$ cat config.mk
export PLATFORM = sky130hd
export DESIGN_NAME = mem_arbiter_flat
export DESIGN_NICKNAME = d
export VERILOG_FILES = /design/src/rtl/mem_arbiter_if.sv /design/src/rtl/mem_arbiter.sv /design/src/flat_wrapper.sv
export SDC_FILE = /design/constraint.sdc
export NUM_CORES = 1
export LEC_CHECK = 0
export CAP_MARGIN = 40
export CORE_ASPECT_RATIO = 0.8
export CORE_MARGIN = 1
export CORE_UTILIZATION = 38
export DETAILED_ROUTE_END_ITERATION = 6
export PLACE_DENSITY = 0.77
export SLEW_MARGIN = 0
export SYNTH_ARGS = -nofsm -noshare
export SYNTH_HDL_FRONTEND = slang
export SYNTH_SLANG_ARGS = --single-unit
export TNS_END_PERCENT = 10
$ cat constraint.sdc
create_clock -name clk -period 1.9 [get_ports clk]
set_input_delay 0.38 -clock clk [delete_from_list [all_inputs] [get_ports clk]]
set_output_delay 0.38 -clock clk [all_outputs]
set_load 0.05 [all_outputs]
$ cat src/rtl/mem_arbiter_if.sv
// Bus bundle between the two requesters (fetch and data), the arbiter and memory.
//
// Handshake: a requester raises *_req with its address/kind/data stable and keeps
// it high until it sees its one-cycle *_done pulse; the arbiter samples the
// request fields only in the grant cycle. Memory sees mem_en for exactly one
// cycle per access and answers reads with a one-cycle mem_valid strobe carrying
// mem_rdata; writes complete after a fixed latency with no strobe.
interface mem_arbiter_if;
  logic        i_req;
  logic [15:0] i_addr;
  logic        i_done;
  logic [15:0] i_rdata;
  logic        d_req;
  logic        d_wr;
  logic [15:0] d_addr;
  logic [15:0] d_wdata;
  logic        d_done;
  logic [15:0] d_rdata;
  logic        mem_en;
  logic        mem_wr;
  logic [15:0] mem_addr;
  logic [15:0] mem_wdata;
  logic [15:0] mem_rdata;
  logic        mem_valid;

  // Arbiter side
  modport slave (
    input  i_req, i_addr, d_req, d_wr, d_addr, d_wdata, mem_rdata, mem_valid,
    output i_done, i_rdata, d_done, d_rdata, mem_en, mem_wr, mem_addr, mem_wdata
  );

  // Requester/memory side
  modport master (
    output i_req, i_addr, d_req, d_wr, d_addr, d_wdata, mem_rdata, mem_valid,
    input  i_done, i_rdata, d_done, d_rdata, mem_en, mem_wr, mem_addr, mem_wdata
  );
endinterface

$ cat src/rtl/mem_arbiter.sv
// Two-port memory arbiter: an instruction-fetch port and a data port share one
// memory. One access at a time, sequenced IDLE -> ISSUE -> WAIT -> DONE.
// Data normally wins, but a fetch is granted right after a data access so a
// continuously requesting data port cannot starve fetches. Reads that see no
// mem_valid within TIMEOUT cycles are abandoned and raise the sticky err flag.
module mem_arbiter #(
  parameter int MEM_LATENCY = 4,
  parameter int TIMEOUT     = 8
) (
  input  logic               clk,
  input  logic               rst_n,
  mem_arbiter_if.slave       bus,
  output logic               busy,
  output logic               err,
  output logic [1:0]         o_dbg_state
);

  localparam int CNT_MAX = (MEM_LATENCY > TIMEOUT) ? MEM_LATENCY : TIMEOUT;
  localparam int CW      = $clog2(CNT_MAX + 1);

  typedef enum logic [1:0] {
    S_IDLE  = 2'd0,
    S_ISSUE = 2'd1,
    S_WAIT  = 2'd2,
    S_DONE  = 2'd3
  } state_t;

  state_t      r_state;
  state_t      w_next;

  logic [CW-1:0] r_cnt;
  logic        r_gnt_data;   // current access belongs to the data port
  logic        r_wr;         // current access is a store
  logic        r_last_data;  // last completed access was a data access
  logic        r_mem_en;
  logic        r_mem_wr;
  logic [15:0] r_mem_addr;
  logic [15:0] r_mem_wdata;
  logic        r_i_done;
  logic        r_d_done;
  logic [15:0] r_i_rdata;
  logic [15:0] r_d_rdata;
  logic        r_busy;
  logic        r_err;

  logic        w_pick_data;
  logic        w_is_read;
  logic        w_wait_end;
  logic        w_grant;
  logic        w_capture;
  logic        w_timeout;
  logic        w_finish;

  // Data wins unless the previous access was data and a fetch is pending.
  assign w_pick_data = bus.d_req & ~(r_last_data & bus.i_req);
  assign w_is_read   = ~(r_gnt_data & r_wr);
  // Reads end on mem_valid or timeout; stores end after the fixed latency.
  assign w_wait_end  = w_is_read ? (bus.mem_valid | (r_cnt >= CW'(TIMEOUT)))
                                 : (r_cnt >= CW'(MEM_LATENCY));

  // State register
  always_ff @(posedge clk or negedge rst_n) begin
    if (!rst_n) r_state <= S_IDLE;
    else        r_state <= w_next;
  end

  // Next-state decode
  always_comb begin
    w_next = r_state;
    case (r_state)
      S_IDLE:  if (bus.i_req | bus.d_req) w_next = S_ISSUE;
      S_ISSUE: w_next = S_WAIT;
      S_WAIT:  if (w_wait_end) w_next = S_DONE;
      S_DONE:  w_next = S_IDLE;
      default: w_next = S_IDLE;
    endcase
  end

  // Per-state event strobes feeding the output registers
  always_comb begin
    w_grant   = 1'b0;
    w_capture = 1'b0;
    w_timeout = 1'b0;
    w_finish  = 1'b0;
    case (r_state)
      S_IDLE: w_grant = bus.i_req | bus.d_req;
      S_WAIT: begin
        w_capture = w_is_read & bus.mem_valid;
        w_timeout = w_is_read & ~bus.mem_valid & (r_cnt >= CW'(TIMEOUT));
        w_finish  = w_wait_end;
      end
      default: ;
    endcase
  end

  // Registered outputs, grant latches, cycle counter and priority history
  always_ff @(posedge clk or negedge rst_n) begin
    if (!rst_n) begin
      r_cnt       <= '0;
      r_gnt_data  <= 1'b0;
      r_wr        <= 1'b0;
      r_last_data <= 1'b0;
      r_mem_en    <= 1'b0;
      r_mem_wr    <= 1'b0;
      r_mem_addr  <= 16'h0000;
      r_mem_wdata <= 16'h0000;
      r_i_done    <= 1'b0;
      r_d_done    <= 1'b0;
      r_i_rdata   <= 16'h0000;
      r_d_rdata   <= 16'h0000;
      r_busy      <= 1'b0;
      r_err       <= 1'b0;
    end else begin
      r_mem_en <= w_grant;
      r_mem_wr <= w_grant & w_pick_data & bus.d_wr;
      r_i_done <= w_finish & ~r_gnt_data;
      r_d_done <= w_finish & r_gnt_data;
      r_busy   <= (w_next != S_IDLE);

      if (w_grant) begin
        r_gnt_data <= w_pick_data;
        r_wr       <= w_pick_data & bus.d_wr;
        r_mem_addr <= w_pick_data ? bus.d_addr : bus.i_addr;
        if (w_pick_data && bus.d_wr) r_mem_wdata <= bus.d_wdata;
      end

      if (r_state == S_ISSUE)                 r_cnt <= CW'(1);
      else if (r_state == S_WAIT && !w_wait_end) r_cnt <= r_cnt + CW'(1);
      else                                    r_cnt <= '0;

      if (w_capture) begin
        if (r_gnt_data) r_d_rdata <= bus.mem_rdata;
        else            r_i_rdata <= bus.mem_rdata;
      end

      if (w_timeout) r_err <= 1'b1;

      if (r_state == S_DONE) r_last_data <= r_gnt_data;
    end
  end

  assign bus.mem_en    = r_mem_en;
  assign bus.mem_wr    = r_mem_wr;
  assign bus.mem_addr  = r_mem_addr;
  assign bus.mem_wdata = r_mem_wdata;
  assign bus.i_done    = r_i_done;
  assign bus.d_done    = r_d_done;
  assign bus.i_rdata   = r_i_rdata;
  assign bus.d_rdata   = r_d_rdata;
  assign busy          = r_busy;
  assign err           = r_err;
  assign o_dbg_state   = r_state;

endmodule

$ cat src/flat_wrapper.sv
// flat-port wrapper written by rule: the top's interface ports become plain ports
module mem_arbiter_flat 
#(
  parameter int MEM_LATENCY = 4,
  parameter int TIMEOUT     = 8
)
  (clk, rst_n, busy, err, o_dbg_state, bus_i_req, bus_i_addr, bus_d_req, bus_d_wr, bus_d_addr, bus_d_wdata, bus_mem_rdata, bus_mem_valid, bus_i_done, bus_i_rdata, bus_d_done, bus_d_rdata, bus_mem_en, bus_mem_wr, bus_mem_addr, bus_mem_wdata);
  mem_arbiter_if bus_i ();
  input  logic clk;
  input  logic rst_n;
  output logic busy;
  output logic err;
  output logic [1:0] o_dbg_state;
  input wire logic [$bits(bus_i.i_req)-1:0] bus_i_req;
  input wire logic [$bits(bus_i.i_addr)-1:0] bus_i_addr;
  input wire logic [$bits(bus_i.d_req)-1:0] bus_d_req;
  input wire logic [$bits(bus_i.d_wr)-1:0] bus_d_wr;
  input wire logic [$bits(bus_i.d_addr)-1:0] bus_d_addr;
  input wire logic [$bits(bus_i.d_wdata)-1:0] bus_d_wdata;
  input wire logic [$bits(bus_i.mem_rdata)-1:0] bus_mem_rdata;
  input wire logic [$bits(bus_i.mem_valid)-1:0] bus_mem_valid;
  output wire logic [$bits(bus_i.i_done)-1:0] bus_i_done;
  output wire logic [$bits(bus_i.i_rdata)-1:0] bus_i_rdata;
  output wire logic [$bits(bus_i.d_done)-1:0] bus_d_done;
  output wire logic [$bits(bus_i.d_rdata)-1:0] bus_d_rdata;
  output wire logic [$bits(bus_i.mem_en)-1:0] bus_mem_en;
  output wire logic [$bits(bus_i.mem_wr)-1:0] bus_mem_wr;
  output wire logic [$bits(bus_i.mem_addr)-1:0] bus_mem_addr;
  output wire logic [$bits(bus_i.mem_wdata)-1:0] bus_mem_wdata;
  assign bus_i.i_req = bus_i_req;
  assign bus_i.i_addr = bus_i_addr;
  assign bus_i.d_req = bus_d_req;
  assign bus_i.d_wr = bus_d_wr;
  assign bus_i.d_addr = bus_d_addr;
  assign bus_i.d_wdata = bus_d_wdata;
  assign bus_i.mem_rdata = bus_mem_rdata;
  assign bus_i.mem_valid = bus_mem_valid;
  assign bus_i_done = bus_i.i_done;
  assign bus_i_rdata = bus_i.i_rdata;
  assign bus_d_done = bus_i.d_done;
  assign bus_d_rdata = bus_i.d_rdata;
  assign bus_mem_en = bus_i.mem_en;
  assign bus_mem_wr = bus_i.mem_wr;
  assign bus_mem_addr = bus_i.mem_addr;
  assign bus_mem_wdata = bus_i.mem_wdata;
  mem_arbiter #(.MEM_LATENCY(MEM_LATENCY), .TIMEOUT(TIMEOUT)) u_core (.clk(clk), .rst_n(rst_n), .bus(bus_i), .busy(busy), .err(err), .o_dbg_state(o_dbg_state));
endmodule
==> summary.txt, run 1 <==
Yosys
  – Synth top cells by count: 79 x dfrtp_1, 31 x mux2_2, 17 x nand2_1
  – Cell with the most instances after synthesis: dfrtp_1
  – Main flop type after synthesis: dfrtp_1
  – Sequential-to-total area share from yosys stat: 0.6103
  – Post-synthesis register bit count: between 70 and 80
  – Cells after Synth: 227
  – Per-instance average area after synthesis: about 14 um^2
  – Synth Net Count: roughly 300
  – Synth top area cells: dfrtp_1 61%, mux2_2 11%, mux2i_1 4.9%, mux2_4 4.6%, mux2_1 2.8%
  – Yosys top cell by area: dfrtp_1
  – Share of the synthesized area in the top cell type: 0.6103
  – Post-synthesis async set-or-reset flop share: 1.000
  – Ys Warns: 0
  – Post-synth cell types: 33
  – Syn Std Cell Area: about 3200 um^2
  – Number of synthesized flops with an enable pin: 0

STA
  – Final worst path period share: 0.9810
  – Clock skew: 0.009488 ns
  – Final Hold Vio Count: 0
  – F_max: roughly 0.54 GHz
  – TNS Setup: 0 ns
  – Pins over their slew limit: 0
  – Final Critical Period: approximately 1.9 ns
  – Setup violators final: 0
  – Max_slew headroom: 0.6542
  – Final worst slack: around 0.036 ns
  – Slew at the pin closest to its max-slew limit: between 0.5 and 0.6 ns
  – Hold Slack: about 0.47 ns

Drt
  – 1st-iter DRT viols: 52
  – Post-route ant nets: 0
  – Number of iterations in the first detailed-routing pass: 4
  – WL per Instance: between 10 and 15 um
  – Drt via density: ~4.8
  – Via count: roughly 2.4k
  – Total routed wirelength: between 7000 and 8000 um
  – DRC errors left: 0

Critical path
  – Crit path required time: 1.52 ns
  – Crit. End Element: output pin
  – Critical-path cell list: clkdlybuf4s50_1
  – CP Launch Type: flip-flop
  – CP peak stage delay: 0.80 ns
  – Worst Reg-to-Reg Cells: 6
  – R2R Setup Slk: around 0.15 ns
  – Critical Path Slowest Stage Cell: clkdlybuf4s50_1
  – Crit path max-delay family: buffers and inverters
  – WS Path Type: reg2out
  – Worst R2R Start: u_core.o_dbg_state[0]
  – CP Max Fanout: 1
  – Worst Path Buf+Inv: 1
  – Crit path arrival time: 1.48 ns
  – R2R Path End: u_core.bus.i_rdata[6]

CTS
  – Worst skew pair latency: approximately 0.34 ns
  – Root Driver: clkbuf_8
  – Sink Count: 79
  – CTS tree: built
  – Maximum clock path buffer count: 2
  – Number of buffers created by CTS: 9
  – Clock slew at reported path FFs: roughly 0.08 ns
  – H-tree depth: 3

Placement
  – GPL Wtd Cong: 0.7883
  – Port bufs: 141
  – Placed Area: 4851 um^2
  – Place WS: -0.03983 ns
  – Post-DP HPWL: between 5000 and 6000 um

GRT
  – Pin count of the biggest net entering global routing: 34
  – GRT Residual Overflow: 0
  – First-pass GRT wire length: ~12000 um
  – GRT Total Usage: 0.1772
  – Initial antenna violation count: 0
  – Vias in the first global route: 2459

Die
  – Initial core utilization: 0.4003
  – Core area: approximately 8100 um^2
  – Height of the die: approximately 85 um
  – FP Rows: 29
  – Top Ports: roughly 140
  – Die W: approximately 110 um
  – Die area: approximately 8900 um^2

Min path
  – Worst hold path class: reg2reg
  – Worst hold endpoint: u_core.err
  – Worst hold start: u_core.err
  – Hold Crit Depth: 1

Pwr
  – Total power: between 9000 and 10000 uW
  – Cell Pwr Density: 1906 nW/um^2
  – Leak: about 0.0025 uW
  – Maximum vdd drop: 1.037 mV

Finish
  – ANT cells: 0
  – Layout cells sized above 1: 0.2435
  – Area delta synth->final: 55.74%
  – Post-layout net count: between 400 and 500
  – Post-route cell area: ~5000 um^2
  – Fill count: 646

Run
  – Max cap viols: 0

Run status
  – Status: finished, final reports clean
[power breakdown]
part / internal (uW) / switching [uW] / total, uW
combinational: 1890 / 3630 / 5520
sequential: 2470 / 436 / 2910
clock: 597 / 591 / 1190
[metrics by stage]
step           instances    util
2_1_floorplan        227       -
3_3_place_gp         478  0.5995
3_5_place_dp         478  0.5995
4_1_cts              494  0.6182
5_1_grt              494  0.6235
6_report             494  0.6235
[what timing repair did]
item                                    4_1_cts  5_1_grt
resized for setup                            35       17
hold buffers                                  1        0
endpoints found under the setup margin       35       17
buffers inserted                              0        0
pin swaps                                     0        0
hold endpoints to repair                     28        0
cloned                                        0        0
[cell usage in the layout, fill, tap and decap left out, drive strengths merged, types with 2 or more instances in the layout]
cell type | netlist | routed
nand2 | 17 | 17
ha | 7 | 7
mux2i | 16 | 16
clkbuf | 3 | 9
and3 | 3 | 3
buf | 8 | 30
mux2 | 49 | 49
nor2 | 2 | 2
dlymetal6s2s | 0 | 17
a211oi | 2 | 2
clkinv | 0 | 3
dfrtp | 79 | 79
nor4 | 2 | 2
clkdlybuf4s50 | 0 | 72
dlygate4sd2 | 0 | 35
nor4b | 2 | 2
inv | 7 | 8
o21ai | 17 | 17
[registers in the layout (all words and copies together) (netlist names), 2 cells and up]
name	flops
u_core.bus.mem_addr	16
u_core.o_dbg_state	2
u_core.r_cnt	4
u_core.bus.i_rdata	16
u_core.bus.d_rdata	16
u_core.bus.mem_wdata	16
[routing by layer]
layer,routed length [um],GRT usage
met1,3304,0.2312
met2,3208,0.2727
met3,757,0.06522
met4,83,0.06146
met5,0,0
[how the worst max path moves through the flow]
stage / startpoint / endpoint / slack (ns) / cells after the start
after floorplan: u_core.o_dbg_state[0] / u_core.bus.i_rdata[10] / 0.02 / 7
after global placement: bus_mem_valid / u_core.bus.i_rdata[5] / -0.02 / 5
after detailed placement: bus_d_req / u_core.bus.mem_wdata[6] / -0.04 / 5
after CTS: u_core.bus.mem_wdata[3] / bus_mem_wdata[3] / 0.0002 / 1
after global routing: u_core.bus.i_done / bus_i_done / -0.01 / 1
final: u_core.bus.i_done / bus_i_done / 0.04 / 1
[cell type report]
| type | instances | area (um^2) | area share |
|---|---|---|---|
| flip-flops and latches | 79 | 1979 | 0.3924 |
| repair buffers | 155 | 1538 | 0.3048 |
| multi-input cells | 130 | 1181 | 0.2341 |
| well taps | 108 | 135.1 | 0.02679 |
| clock buffers | 9 | 123.9 | 0.02455 |
| clock inverters | 6 | 61.31 | 0.01215 |
| inverters | 7 | 26.28 | 0.005208 |
[worst reg2reg max path, delay by kind of cell, from the launching register on]
kind | cells | cell delay, ns
mux | 1 | 0.30
fa+ha+maj | 1 | 0.18
buf+inv | 3 | 0.36
flops | 1 | 0.46
simple gates | 1 | 0.35
[logic make-up after synthesis]
kind of cell	after synthesis	synth area share
buffers and inverters	18	0.03128
AND/OR/NAND/NOR	30	0.04481
AO/OA/AOI/OAI	27	0.05253
flip-flops	79	0.6103
multiplexers	65	0.2314
XOR/XNOR	1	0.002704
adder cells (fa/ha/maj)	7	0.02704
No activity file was read; power rests on OpenSTA's default activity.
==> inputs of run 2 (changes only) <==
--- a/config.mk
+++ b/config.mk
@@ -5,6 +5,7 @@
 export SDC_FILE = /design/constraint.sdc
 export NUM_CORES = 1
 export LEC_CHECK = 0
+export ABC_AREA = 1
 export CAP_MARGIN = 40
 export CORE_ASPECT_RATIO = 0.8
 export CORE_MARGIN = 1
==> summary.txt, run 2 <==
Run status
  – Status: finished, final reports clean

STA
  – Max_slew headroom: 0.6468 (-0.007364)
  – Slew at the pin closest to its max-slew limit: 0.5289 ns (+0.01103 ns)
  – Final Hold Vio Count: 0 (unchanged)
  – Pins over their slew limit: 0 (unchanged)
  – Clock skew: 0.005349 ns (-0.004139 ns)
  – Setup violators final: 0 (unchanged)
  – Unrepaired setup endpoints after global routing: false
  – Final Critical Period: 1.845 ns (-0.01852 ns)
  – Final worst path period share: 0.9712 (-0.009749)
  – TNS Setup: 0 ns (unchanged)
  – F_max: 0.5419 GHz (+1.0%)

Critical path
  – CP Launch Type: flip-flop
  – Critical Path Slowest Stage Cell: clkdlybuf4s50_1
  – Worst R2R Start: u_core.o_dbg_state[0]
  – Crit path required time: 1.52 ns (about the same)
  – Crit path arrival time: 1.47 ns (about the same)
  – Setup crit start: u_core.bus.i_done
  – Crit. End Element: output pin
  – Crit path max-delay family: buffers and inverters
  – Worst Reg-to-Reg Cells: 8 (+2)
  – WS Path Type: reg2out
  – Instance count on the critical path: 1 (unchanged)
  – CP peak stage delay: 0.79 ns (about the same)
  – Worst Path Buf+Inv: 1 (unchanged)
  – CP Max Fanout: 1 (unchanged)
  – Critical-path cell list: clkdlybuf4s50_1

Yosys
  – Synth top cells by count: 114 x nand2_1, 79 x dfrtp_1, 25 x inv_1, 25 x nor2_1, 17 x o21ai_1
  – Cell with the most instances after synthesis: nand2_1
  – Per-instance average area after synthesis: 9.605 um^2 (-33%)
  – Post-synthesis async set-or-reset flop share: 1.000 (unchanged)
  – Share of the synthesized area in the top cell type: 0.6001 (-0.01020)
  – Syn Std Cell Area: 3294 um^2 (+1.7%)
  – Number of synthesized flops with an enable pin: 0 (unchanged)
  – Cells after Synth: 343 (+51%)
  – Synth Net Count: 420 (+38%)
  – Sequential-to-total area share from yosys stat: 0.6001 (-0.01020)
  – Post-synthesis register bit count: 79 (unchanged)
  – Post-synth cell types: 26 (-21%)
  – Ys Warns: 0 (unchanged)
  – Yosys top cell by area: dfrtp_1
  – Synth top area cells: dfrtp_1 60%, nand2_1 13%, o21a_1 3.6%, a31oi_1 3.0%, inv_1 2.8%
  – Main flop type after synthesis: dfrtp_1

CTS
  – Maximum clock path buffer count: 2 (unchanged)
  – Root Driver: clkbuf_8
  – H-tree depth: 3 (unchanged)
  – CTS tree: built
  – Worst skew pair latency: 0.34 ns (about the same)
  – Number of buffers created by CTS: 9 (unchanged)
  – Clock slew at reported path FFs: 0.08 ns (about the same)
  – Number of setup buffers added after CTS: 0 (unchanged)
  – Sink Count: 79 (unchanged)

Pwr
  – Maximum vdd drop: 0.9602 mV (-7.4%)
  – Total power: 9363 uW (-2.6%)
  – Cell Pwr Density: 1884 nW/um^2 (-1.2%)
  – Leak: 0.002514 uW (-0.65%)

Placement
  – Port bufs: 141 (unchanged)
  – Placed Area: 4768 um^2 (-1.7%)
  – GPL Wtd Cong: 0.7801 (-1.0%)
  – Post-DP HPWL: 5769 um (+2.4%)

Die
  – FP Rows: 29 (unchanged)
  – Core area: 8164 um^2 (+0.90%)
  – Top Ports: 142 (unchanged)
  – Die W: 106.1 um (+0.83%)
  – Die area: 9048 um^2 (+1.7%)
  – Initial core utilization: 0.4035 (+0.003185)
  – Height of the die: 85.28 um (+0.83%)

Finish
  – Layout cells sized above 1: 0.1310 (-0.1125)
  – Post-route cell area: 4970 um^2 (-1.5%)
  – Post-layout net count: 568 (+24%)
  – Most frequent cells in the layout: 114 x nand2_1, 79 x dfrtp_1, 70 x clkdlybuf4s50_1
  – ANT cells: 0 (unchanged)
  – Most common cell after layout, fill and taps aside: nand2_1
  – Area delta synth->final: 50.85%
  – Fill count: 702 (+8.7%)

GRT
  – Vias in the first global route: 2731 (+11%)
  – GRT Residual Overflow: 0 (unchanged)
  – First-pass GRT wire length: 12850 um (+5.2%)
  – Pin count of the biggest net entering global routing: 48 (+41%)
  – GRT Total Usage: 0.1814 (+0.004270)
  – Initial antenna violation count: 0 (unchanged)

Drt
  – Via count: 2788 (+18%)
  – WL per Instance: 13.06 um (-12%)
  – DRC errors left: 0 (unchanged)
  – Total routed wirelength: 7890 um (+7.3%)
  – Number of iterations in the first detailed-routing pass: 4 (unchanged)
  – 1st-iter DRT viols: 127 (+140%)
  – Post-route ant nets: 0 (unchanged)
  – Drt via density: 4.616 (-3.7%)

Min path
  – Worst hold path class: reg2reg
  – Worst hold start: u_core.bus.mem_wdata[10]
  – Hold Crit Depth: 2 (+1)

Run
  – Max cap viols: 0 (unchanged)
==> run 2: through the flow <==
step                setup slack [ns]  hold slack, ns  std cells    util
detailed placement          0.009562          0.3483        586  0.5841
global placement              0.1252          0.3474        586  0.5841
global route                0.004747          0.4927        604  0.6087
CTS                        0.0004619          0.4778        603  0.6031
floorplan                     0.1883         0.08441        343       -
finish                       0.05469          0.4756        604  0.6087
==> run 2: timing repair <==
action / 4_1_cts / 5_1_grt
pin swaps: 0 / 1
hold buffers: 1 / 0
resized for setup: 35 / 15
endpoints found under the setup margin: 35 / 31
gates cloned: 0 / 1
hold endpoints to repair: 32 / 0
==> run 2: power breakdown <==
part,internal (uW),leakage [uW],switching [uW],total [uW]
combinational,1560,0.00147,3720,5280
clock,603,0.0000960,592,1200
sequential,2440,0.000951,448,2880
==> run 2: kinds of logic after synthesis <==
kind of cell / after synthesis / synth area share
adders and majority gates: 7 / 0.02658
xor gates and xnor gates: 1 / 0.002659
DFF: 79 / 0.6001
AOI/OAI and AO/OA: 53 / 0.09989
buffers and inverters: 42 / 0.06342
and+or+nand+nor: 161 / 0.2074
==> run 2: layer usage <==
metal	track usage	part of all wire	vias up
li1	-	-	1387
met4	0.05934	0.013	0
met1	0.2343	0.45	1252
met5	0	0	-
met2	0.2875	0.45	138
met3	0.06144	0.090	11
==> run 2: final cells by class <==
| type | instances | area [um^2] | share of cell area |
|---|---|---|---|
| Sequential cell | 79 | 1977 | 0.3978 |
| Timing Repair Buffer | 149 | 1435 | 0.2888 |
| Multi-Input combinational cell | 223 | 1120 | 0.2253 |
| Tap cell | 108 | 135.1 | 0.02719 |
| Clock buffer | 10 | 127.6 | 0.02568 |
| Inverter | 29 | 113.9 | 0.02291 |
| Clock inverter | 6 | 61.31 | 0.01234 |
==> run 2: path summary, 6_finish.rpt <==
| check | end | slack, ns |
|---|---|---|
| setup / recovery | bus_i_done | 0.05 |
| hold reg to reg | u_core.bus.mem_wdata[10] | 0.48 |
| min in group asynchronous | u_core.bus.d_rdata[9] | 0.52 |
| max in group asynchronous | u_core.bus.i_rdata[7] | 0.79 |
| setup reg to reg | u_core.bus.i_rdata[11] | 0.26 |
| hold / removal | u_core.bus.mem_wdata[10] | 0.48 |
